[config.mk]
export PLATFORM = sky130hd
export DESIGN_NAME = store_narrower_flat
export DESIGN_NICKNAME = d
export VERILOG_FILES = /design/src/rtl/store_narrower_if.sv /design/src/rtl/store_narrower.sv /design/src/flat_wrapper.sv
export SDC_FILE = /design/constraint.sdc
export NUM_CORES = 1
export LEC_CHECK = 0
export CORE_MARGIN = 1.5
export CORE_UTILIZATION = 50
export CTS_BUF_LIST = sky130_fd_sc_hd__clkbuf_8
export DETAILED_ROUTE_END_ITERATION = 12
export GPL_TIMING_DRIVEN = 0
export PLACE_DENSITY = 0.83
export SLEW_MARGIN = 5
export SYNTH_ARGS = -nofsm -noshare
export SYNTH_HDL_FRONTEND = slang
export SYNTH_SLANG_ARGS = --single-unit
[constraint.sdc]
create_clock -name i_clk -period 2.8 [get_ports i_clk]
set_input_delay 0.7 -clock i_clk [delete_from_list [all_inputs] [get_ports i_clk]]
set_output_delay 0.7 -clock i_clk [all_outputs]
set_load 0.01 [all_outputs]
[src/rtl/store_narrower_if.sv]
// Store request / data-memory bundle for store_narrower.
// The master side is the MEM stage plus memory; the slave side is the narrowing unit.
interface store_narrower_if #(
    parameter int DATA_WIDTH = 32,
    parameter int ADDR_WIDTH = 10
);
    logic                  i_valid;
    logic                  o_ready;
    logic [ADDR_WIDTH-1:0] i_addr;
    logic [DATA_WIDTH-1:0] i_data;
    logic [1:0]            i_size;
    logic                  o_done;
    logic                  o_misaligned;
    logic [ADDR_WIDTH-3:0] o_mem_addr;
    logic                  o_mem_re;
    logic [DATA_WIDTH-1:0] i_mem_rdata;
    logic                  o_mem_we;
    logic [DATA_WIDTH-1:0] o_mem_wdata;

    modport master (
        output i_valid, i_addr, i_data, i_size, i_mem_rdata,
        input  o_ready, o_done, o_misaligned, o_mem_addr, o_mem_re, o_mem_we, o_mem_wdata
    );

    modport slave (
        input  i_valid, i_addr, i_data, i_size, i_mem_rdata,
        output o_ready, o_done, o_misaligned, o_mem_addr, o_mem_re, o_mem_we, o_mem_wdata
    );
endinterface

[src/rtl/store_narrower.sv]
// Narrows a register value to SB/SH/SW and writes it to word memory, using read-modify-write
// for sub-word stores. Define STORE_NARROWER_BIG_ENDIAN_EN for big-endian lane mapping.
module store_narrower #(
    parameter int DATA_WIDTH = 32,
    parameter int ADDR_WIDTH = 10
) (
    input  logic             i_clk,
    input  logic             i_reset,
    store_narrower_if.slave  bus
);
    typedef enum logic [2:0] {S_IDLE, S_READ, S_MERGE, S_WRITE, S_ERROR} state_t;

    state_t                r_state, w_next;
    logic [ADDR_WIDTH-1:0] r_addr;
    logic [DATA_WIDTH-1:0] r_data;
    logic [DATA_WIDTH-1:0] r_wdata;
    logic [1:0]            r_size;
    logic [DATA_WIDTH-1:0] w_merged;
    logic                  w_accept;
    logic [1:0]            w_blane;
    logic                  w_hsel;

    assign bus.o_ready = (r_state == S_IDLE) && i_reset;
    assign w_accept    = bus.i_valid && bus.o_ready;

`ifdef STORE_NARROWER_BIG_ENDIAN_EN
    assign w_blane = ~r_addr[1:0];
    assign w_hsel  = ~r_addr[1];
`else
    assign w_blane = r_addr[1:0];
    assign w_hsel  = r_addr[1];
`endif

    always_comb begin
        w_merged = bus.i_mem_rdata;
        case (r_size)
            2'b00:   w_merged[{w_blane, 3'b000} +: 8]  = r_data[7:0];
            2'b01:   w_merged[{w_hsel, 4'b0000} +: 16] = r_data[15:0];
            default: w_merged = r_data;
        endcase
    end

    always_ff @(posedge i_clk or negedge i_reset) begin
        if (!i_reset) begin
            r_state <= S_IDLE;
        end else begin
            r_state <= w_next;
        end
    end

    always_comb begin
        w_next = r_state;
        case (r_state)
            S_IDLE: begin
                if (w_accept) begin
                    if (bus.i_size == 2'b10 && bus.i_addr[1:0] == 2'b00)
                        w_next = S_WRITE;
                    else if (bus.i_size == 2'b00 || (bus.i_size == 2'b01 && !bus.i_addr[0]))
                        w_next = S_READ;
                    else
                        w_next = S_ERROR;
                end
            end
            S_READ:  w_next = S_MERGE;
            S_MERGE: w_next = S_WRITE;
            S_WRITE: w_next = S_IDLE;
            S_ERROR: w_next = S_IDLE;
            default: w_next = S_IDLE;
        endcase
    end

    // Word stores skip the merge, so the latched value is already the write data.
    always_ff @(posedge i_clk or negedge i_reset) begin
        if (!i_reset) begin
            r_addr  <= '0;
            r_data  <= '0;
            r_size  <= '0;
            r_wdata <= '0;
        end else if (w_accept) begin
            r_addr  <= bus.i_addr;
            r_data  <= bus.i_data;
            r_size  <= bus.i_size;
            r_wdata <= bus.i_data;
        end else if (r_state == S_MERGE) begin
            r_wdata <= w_merged;
        end
    end

    always_comb begin
        bus.o_done       = 1'b0;
        bus.o_misaligned = 1'b0;
        bus.o_mem_re     = 1'b0;
        bus.o_mem_we     = 1'b0;
        bus.o_mem_wdata  = '0;
        bus.o_mem_addr   = '0;
        if (r_state != S_IDLE)
            bus.o_mem_addr = r_addr[ADDR_WIDTH-1:2];
        case (r_state)
            S_READ:  bus.o_mem_re = 1'b1;
            S_WRITE: begin
                bus.o_mem_we    = 1'b1;
                bus.o_done      = 1'b1;
                bus.o_mem_wdata = r_wdata;
            end
            S_ERROR: begin
                bus.o_done       = 1'b1;
                bus.o_misaligned = 1'b1;
            end
            default: ;
        endcase
    end
endmodule
[src/flat_wrapper.sv]
// flat-port wrapper written by rule: the top's interface ports become plain ports
module store_narrower_flat 
#(
    parameter int DATA_WIDTH = 32,
    parameter int ADDR_WIDTH = 10
)
  (i_clk, i_reset, bus_i_valid, bus_i_addr, bus_i_data, bus_i_size, bus_i_mem_rdata, bus_o_ready, bus_o_done, bus_o_misaligned, bus_o_mem_addr, bus_o_mem_re, bus_o_mem_we, bus_o_mem_wdata);
  store_narrower_if #(.DATA_WIDTH(DATA_WIDTH), .ADDR_WIDTH(ADDR_WIDTH)) bus_i ();
  input  logic i_clk;
  input  logic i_reset;
  input wire logic [$bits(bus_i.i_valid)-1:0] bus_i_valid;
  input wire logic [$bits(bus_i.i_addr)-1:0] bus_i_addr;
  input wire logic [$bits(bus_i.i_data)-1:0] bus_i_data;
  input wire logic [$bits(bus_i.i_size)-1:0] bus_i_size;
  input wire logic [$bits(bus_i.i_mem_rdata)-1:0] bus_i_mem_rdata;
  output wire logic [$bits(bus_i.o_ready)-1:0] bus_o_ready;
  output wire logic [$bits(bus_i.o_done)-1:0] bus_o_done;
  output wire logic [$bits(bus_i.o_misaligned)-1:0] bus_o_misaligned;
  output wire logic [$bits(bus_i.o_mem_addr)-1:0] bus_o_mem_addr;
  output wire logic [$bits(bus_i.o_mem_re)-1:0] bus_o_mem_re;
  output wire logic [$bits(bus_i.o_mem_we)-1:0] bus_o_mem_we;
  output wire logic [$bits(bus_i.o_mem_wdata)-1:0] bus_o_mem_wdata;
  assign bus_i.i_valid = bus_i_valid;
  assign bus_i.i_addr = bus_i_addr;
  assign bus_i.i_data = bus_i_data;
  assign bus_i.i_size = bus_i_size;
  assign bus_i.i_mem_rdata = bus_i_mem_rdata;
  assign bus_o_ready = bus_i.o_ready;
  assign bus_o_done = bus_i.o_done;
  assign bus_o_misaligned = bus_i.o_misaligned;
  assign bus_o_mem_addr = bus_i.o_mem_addr;
  assign bus_o_mem_re = bus_i.o_mem_re;
  assign bus_o_mem_we = bus_i.o_mem_we;
  assign bus_o_mem_wdata = bus_i.o_mem_wdata;
  store_narrower #(.DATA_WIDTH(DATA_WIDTH), .ADDR_WIDTH(ADDR_WIDTH)) u_core (.i_clk(i_clk), .i_reset(i_reset), .bus(bus_i));
endmodule
# == After elaboration in Yosys (flattened, before gate mapping) ==
# Cells that the tools add are included.
# word_totals
out_inout_bits,45
reg_bits,79
wordCells,47
# classes
n_shift,4
mux,15
n_reduce_logical,13
n_addsub,2
n_eq_ne,8
# ops
cell,n
two-way mux 32 bit,3
bitwise mux 32 bit,2
case mux 32 bit (2 select lines),1
"variable shift 16 x 7 -> 32 bit, first input constant",1
"variable shift 8 x 7 -> 32 bit, first input constant",1
variable part select 16 x 7 -> 32 bit,1
variable part select 8 x 7 -> 32 bit,1
negation 5 -> 7 bit,2
two-way mux 3 bit,3
case mux 3 bit (3 select lines),1
two-way mux 8 bit,1
"equality test 3 x 2 -> 1 bit, second input constant",2
zero test 2 bit,3
"equality test 2 x 1 -> 1 bit, second input constant",2
logical AND 1 bit,4
two-way mux 1 bit,4
"equality test 3 x 1 -> 1 bit, second input constant",1
"equality test 3 bit, second input constant",1
zero test 3 bit,1
nonzero test 3 bit,1
"equality test 2 bit, second input constant",1
"!= test 2 x 1 -> 1 bit, second input constant",1
nonzero test 2 bit,1
OR reduction 2 bit,1
2 further kinds,2

# == Logic depth before layout (Yosys ltp) ==
# Gate-level depths: netlist of run 1.
# depth
ltp_word,7
ltp_mapped,9
ltp_nobuf,6

# == Worst setup path before layout of run 1 ==
# OpenSTA, ideal clock, no wires.
# synth_timing
path_type,register to register
start,reg u_core.r_addr[1]
end,reg u_core.r_wdata[24]
t_required_ps,2671
setup_time_ps,129
slack_ps,776
path_stages_with_launch,10
period_less_slack_ps,2024
arrival_time_ps,1896
path_cell_list,dfrtp_1 -> buf_4 -> buf_6 -> inv_1 -> ha_1 -> and4bb_2 -> and2_1 -> clkbuf_1 -> a221oi_1 -> a21oi_1
# synth_via
elab_chain_len,6
elab_cells_between_ends,11
cone_classes,2 x add/sub; 4 x shift; 5 x mux
# synth_rtl
item,line_no,text
from (decl),store_narrower.sv:14,logic [ADDR_WIDTH-1:0] r_addr;
from (signal assigned),store_narrower.sv:80,r_addr <= bus.i_addr;
negation 5 -> 7 bit (on tied branches),"store_narrower.sv:38, store_narrower.sv:37",
"variable part select 16 x 7 -> 32 bit, or another cell as far along",store_narrower.sv:38,"2'b01: w_merged[{w_hsel, 4'b0000} +: 16] = r_data[15:0];"
bitwise mux 32 bit (on tied branches),"store_narrower.sv:38, store_narrower.sv:37",
case mux 32 bit (2 select lines) (*),store_narrower.sv:36,case (r_size)
two-way mux 32 bit (*),store_narrower.sv:84,end else if (r_state == S_MERGE) begin
two-way mux 32 bit (*),store_narrower.sv:79,end else if (w_accept) begin
to (signal assigned),store_narrower.sv:83,r_wdata <= bus.i_data;
to (signal assigned),store_narrower.sv:85,r_wdata <= w_merged;
to (decl),store_narrower.sv:16,logic [DATA_WIDTH-1:0] r_wdata;
# Every way passes the cells marked *; elsewhere a longest branch is shown, timed or not. The select of a mux whose other input is x is not followed.
# A chain may end at the register's enable or synchronous reset.

# == Final worst setup path of run 1 ==
# layout_timing
start,reg u_core.r_state[2]
end,out bus_o_mem_we
# layout_via
elab_chain_len,2
# layout_rtl
item,line_no,text
from (decl),store_narrower.sv:13,"state_t r_state, w_next;"
from (signal assigned),store_narrower.sv:47,r_state <= w_next;
equality test 3 x 2 -> 1 bit,store_narrower.sv:98,case (r_state)
two-way mux 1 bit,store_narrower.sv:98,
to (decl),flat_wrapper.sv:21,output wire logic [$bits(bus_i.o_mem_we)-1:0] bus_o_mem_we;
# No other way between the ends.

==> results of run 1 <==
[sequential cells by signal (all words and copies together) (netlist names)]
| name | count |
|---|---|
| u_core.r_addr | 10 |
| u_core.r_data | 32 |
| u_core.r_size | 2 |
| u_core.r_state | 3 |
| u_core.r_wdata | 32 |
[worst paths after layout]
path                                    from  slack, ns            endpoint
min                                  i_reset       0.21   u_core.r_data[16]
max reg2reg                 u_core.r_addr[1]       0.29  u_core.r_wdata[30]
max                        u_core.r_state[2]       0.04        bus_o_mem_we
min reg2reg                 u_core.r_addr[6]       0.47    u_core.r_addr[6]
max in group asynchronous            i_reset       2.07   u_core.r_data[27]
min in group i_clk          u_core.r_addr[6]       0.47    u_core.r_addr[6]
[stage by stage]
stage | util, % | worst slack [ns] | std cells
3_3_place_gp | 67.3 | -2.68 | 746
3_5_place_dp | 67.6 | -0.0107 | 747
2_1_floorplan | - | 0.776 | 515
5_1_grt | 70.9 | 0.00964 | 767
6_report | 70.9 | 0.0377 | 767
4_1_cts | 70.0 | -0.0481 | 763
[power groups by stage]
stage | registers (µW) | clock network (µW) | logic, µW
3_5_place_dp | 2180 | 0 | 3510
4_1_cts | 2160 | 872 | 3520
6_report | 2190 | 874 | 3630
5_1_grt | 2240 | 924 | 3960
3_3_place_gp | 2160 | 0 | 3420
2_1_floorplan | 1960 | 0 | 2330
[layout by cell type (no fill, tap or decap), types with 3 or more instances in the layout]
cell type	instances
sky130_fd_sc_hd__nor2b_1	12
sky130_fd_sc_hd__buf_6	4
sky130_fd_sc_hd__ha_1	5
sky130_fd_sc_hd__buf_8	3
sky130_fd_sc_hd__and2_1	37
sky130_fd_sc_hd__clkbuf_1	14
sky130_fd_sc_hd__dlygate4sd2_1	22
sky130_fd_sc_hd__a31oi_1	8
sky130_fd_sc_hd__inv_1	9
sky130_fd_sc_hd__a22oi_1	15
sky130_fd_sc_hd__or2_2	5
sky130_fd_sc_hd__a222oi_1	8
sky130_fd_sc_hd__a2bb2oi_1	8
sky130_fd_sc_hd__dfrtp_1	79
sky130_fd_sc_hd__nor2_1	8
sky130_fd_sc_hd__o22ai_1	23
sky130_fd_sc_hd__a211oi_1	8
sky130_fd_sc_hd__buf_4	12
sky130_fd_sc_hd__dlymetal6s2s_1	9
sky130_fd_sc_hd__buf_2	12
sky130_fd_sc_hd__nand2_1	136
sky130_fd_sc_hd__clkbuf_8	10
sky130_fd_sc_hd__o21ai_0	20
sky130_fd_sc_hd__a21oi_1	16
sky130_fd_sc_hd__mux2_2	8
sky130_fd_sc_hd__mux2i_1	3
sky130_fd_sc_hd__a22o_1	4
sky130_fd_sc_hd__a221oi_1	12
sky130_fd_sc_hd__a211o_1	5
sky130_fd_sc_hd__clkdlybuf4s50_1	91
sky130_fd_sc_hd__o21bai_1	7
sky130_fd_sc_hd__a21o_1	9
[worst max-delay path: cells and delay by family, from the launching register on]
kind | cells | cell delay [ns]
buf+inv | 4 | 0.96
flops | 1 | 0.36
simple gates | 1 | 0.39
[cell type report]
type	instances	area share, %
Clock buffer	10	2.22
Tap cell	108	2.18
Inverter	9	0.544
Timing Repair Buffer	129	21.0
Sequential cell	79	31.8
Clock inverter	5	0.927
Multi-Input combinational cell	384	37.0
Buffer	43	4.31
[metal layers]
layer	wire, µm	global-route usage, %	vias up
li1	-	-	2098
met1	6430	43.5	2261
met2	7470	51.8	313
met3	1420	5.94	36
met4	416	14.5	0
met5	0	0	-
[repair_timing]
| item | CTS | global route |
|---|---|---|
| setup buffers | 1 | 3 |
| gates cloned | 0 | 1 |
| endpoints found under the setup margin | 39 | 10 |
| pin swaps | 0 | 0 |
| gates resized for setup | 33 | 16 |
[kinds of logic after synthesis]
family / Yosys count
buffers and inverters: 52
multiplexers: 11
AND/OR/NAND/NOR: 215
AO/OA/AOI/OAI: 153
adder cells (fa/ha/maj): 5
flip-flops: 79
==> impl.org, run 1 <==
** Clock network
- TritonCTS built the clock tree.
- Sinks on Clock Net :: 79
- After clock tree synthesis, the clock-pin slew on the worst setup and hold paths is ~0.08 ns.
- Hold repair after CTS inserted 0 buffers.
- The number of clock buffers added by TritonCTS is 9.
- Buffer levels on the longest clock path :: 2
- Root buffer selected by CTS :: sky130_fd_sc_hd__clkbuf_8
- In this run the number of H-tree levels came out at 3.
- Clock Latency Late Sink :: 0.36 ns

** Place
- HPWL reported at the end of detailed placement :: 11.2 mm
- Buffers placed on the I/O ports in this run total 123.
- Placed Area :: 5920 µm²
- Placer's final routability congestion estimate :: 0.915

** Timing
- Setup clock skew after layout :: 0.00954 ns
- Based on the critical path, the design can be clocked at up to ~0.36 GHz.
- Min Tclk post-route :: 2.76 ns
- Actual transition at the worst max-transition pin :: 0.650 ns
- Adding up every negative setup slack in the final design gives 0 ns.
- Fin. Hold Viols :: 0
- The worst pin sits at a relative slew slack of 55.4%.
- Setup repair after global routing left no endpoint under its margin.
- Final Slew Violations :: 0
- Setup violations remaining at the end of the flow were counted as 0.
- Minimum hold slack :: 0.214 ns
- Dividing the final minimum period by the clock period gives a little over nine tenths.

** Detailed routing
- Wirelength per Cell :: 20.5 µm
- Number of iterations in the first detailed-routing pass :: 6
- Wires add up to 15.7 mm.
- Using the TritonRoute via totals, the vias-per-cell ratio works out to 6.14.
- Antenna viol nets, final :: 0
- Residual DRC count :: 0
- Count of routing violations after the opening detailed-route iteration :: 451
- Via count of the routed design :: 4708

** Logic synthesis
- Of the post-synthesis cell area, the dominant cell type holds 43.6%.
- The netlist uses 51 different library cells.
- Most repeated cell in the gate-level netlist after synthesis :: sky130_fd_sc_hd__nand2_1
- Fraction of the mapped netlist area in compound gates :: 23.8%
- Share of the yosys chip area belonging to registers :: 43.6%
- After synthesis, the largest family of logic cells by area is compound AO/OA/AOI/OAI gates.
- In this run the mean area of a mapped cell was 8.80 µm².
- The commonest cells after synthesis are 136 x sky130_fd_sc_hd__nand2_1, 79 x sky130_fd_sc_hd__dfrtp_1, 37 x sky130_fd_sc_hd__and2_1.
- Counting flops with a built-in enable in the synthesized netlist gives 0.
- Share of the synthesized netlist area taken by xor and xnor gates :: 0%
- Counting flops and latches in the post-synthesis netlist gives 79.
- Ranked by total cell area, the synthesized netlist is headed by sky130_fd_sc_hd__dfrtp_1 44%, sky130_fd_sc_hd__nand2_1 11%, sky130_fd_sc_hd__and2_1 5.1%.
- Share of synthesized area spent on multiplexers :: 2.65%
- Dominant register cell in the synthesized netlist :: sky130_fd_sc_hd__dfrtp_1
- Synthesis produced a netlist with a net count of between 500 and 600.
- The synthesized netlist devotes roughly 1.4% of its cell area to adder and majority cells.
- Share of flip-flops with an asynchronous set or reset after synthesis :: between 90% and 100%
- Number of synthesis warnings :: 0
- Simple logic cell fraction of the synthesized area :: between 20% and 30%
- sky130_fd_sc_hd__dfrtp_1 takes more of the synthesized area than any other cell.
- Gate count of the mapped netlist :: roughly 500
- After synthesis the cells add up to 4530 µm².

** Setup path
- STA classifies the critical path endpoint as an output pin.
- In this run the worst path has a maximum fanout of 10.
- CP cell instances :: buf_2 -> and3b_4 -> buf_4 -> buf_8 -> clkdlybuf4s50_1
- Slowest-stage cell, CP :: sky130_fd_sc_hd__clkdlybuf4s50_1
- The worst setup path is of the flip-flop to output pin kind.
- Measured in cells, the most critical reg-to-reg path has a length of 9.
- Data on the critical path is required at its endpoint by 2.10 ns.
- Arrival @ worst endpoint :: around 2.1 ns
- Critical path startpoint category :: flip-flop
- Maximum cell stage delay along the critical path :: 0.53 ns

** Power and ir drop
- Leakage power summed over all cells :: 0.00299 µW
- Switching Power :: 2900 µW
- Combinational logic burns between 50% and 60% of the power.
- Switching share of power :: 43.2%
- The internal power of the cells totals 3810 µW.
- Worst IR drop on VDD :: roughly 0.47 mV
- After layout, the design draws a total of ~6700 µW.
- Power density cells :: 1080 nW/µm²
- Of the total power, registers draw between 30% and 40%.
- Of the total power, the clock network draws a little over an eighth.

** GRT
- Global routing finished with a remaining overflow of 0.
- Vias in the first global route :: 4830
- The initial antenna violation count came to 0.
- Global routing used 32.5% of the available tracks.
- The first global-routing pass estimated 24.5 mm of wire.
- Largest net degree at the start of global routing :: just under 70

** Finish
- Area occupied by registers :: 1980 µm²
- Share of layout cells above drive strength 1 :: 10.6%
- 0 antenna diodes ended up in the layout.
- In the final design database the tool counted 739 nets.
- Compared with the post-synthesis result, the final layout area differs by 37.0%.
- Final Cell Area :: 6210 µm²
- Multi-input gate area :: around 2300 µm²
- The layout has roughly 700 filler cells.

** Die
- Once the floorplan was initialized, standard cells occupied 51.7% of the core.
- Die span in x :: 98.2 µm
- Core box area :: 8760 µm²
- Die ar. :: 9650 µm²
- Std cell rows :: 34
- Height of the chip :: about 98 µm
- For this design the top-level I/O count stands at 124.

** Hold path
- Path category of the worst min-delay check :: primary input to asynchronous set/reset pin

** Flow run
- Reported max-cap violation count :: 0

** Run status
- The run finished with clean final reports.
Power figures use the tool's default switching activity.
==> run 2, diff against run 1 <==
Settings changed: CAP_MARGIN set to 25.
==> results of run 2 <==
Final layout, timing and power as in run 1 (identical DEF).
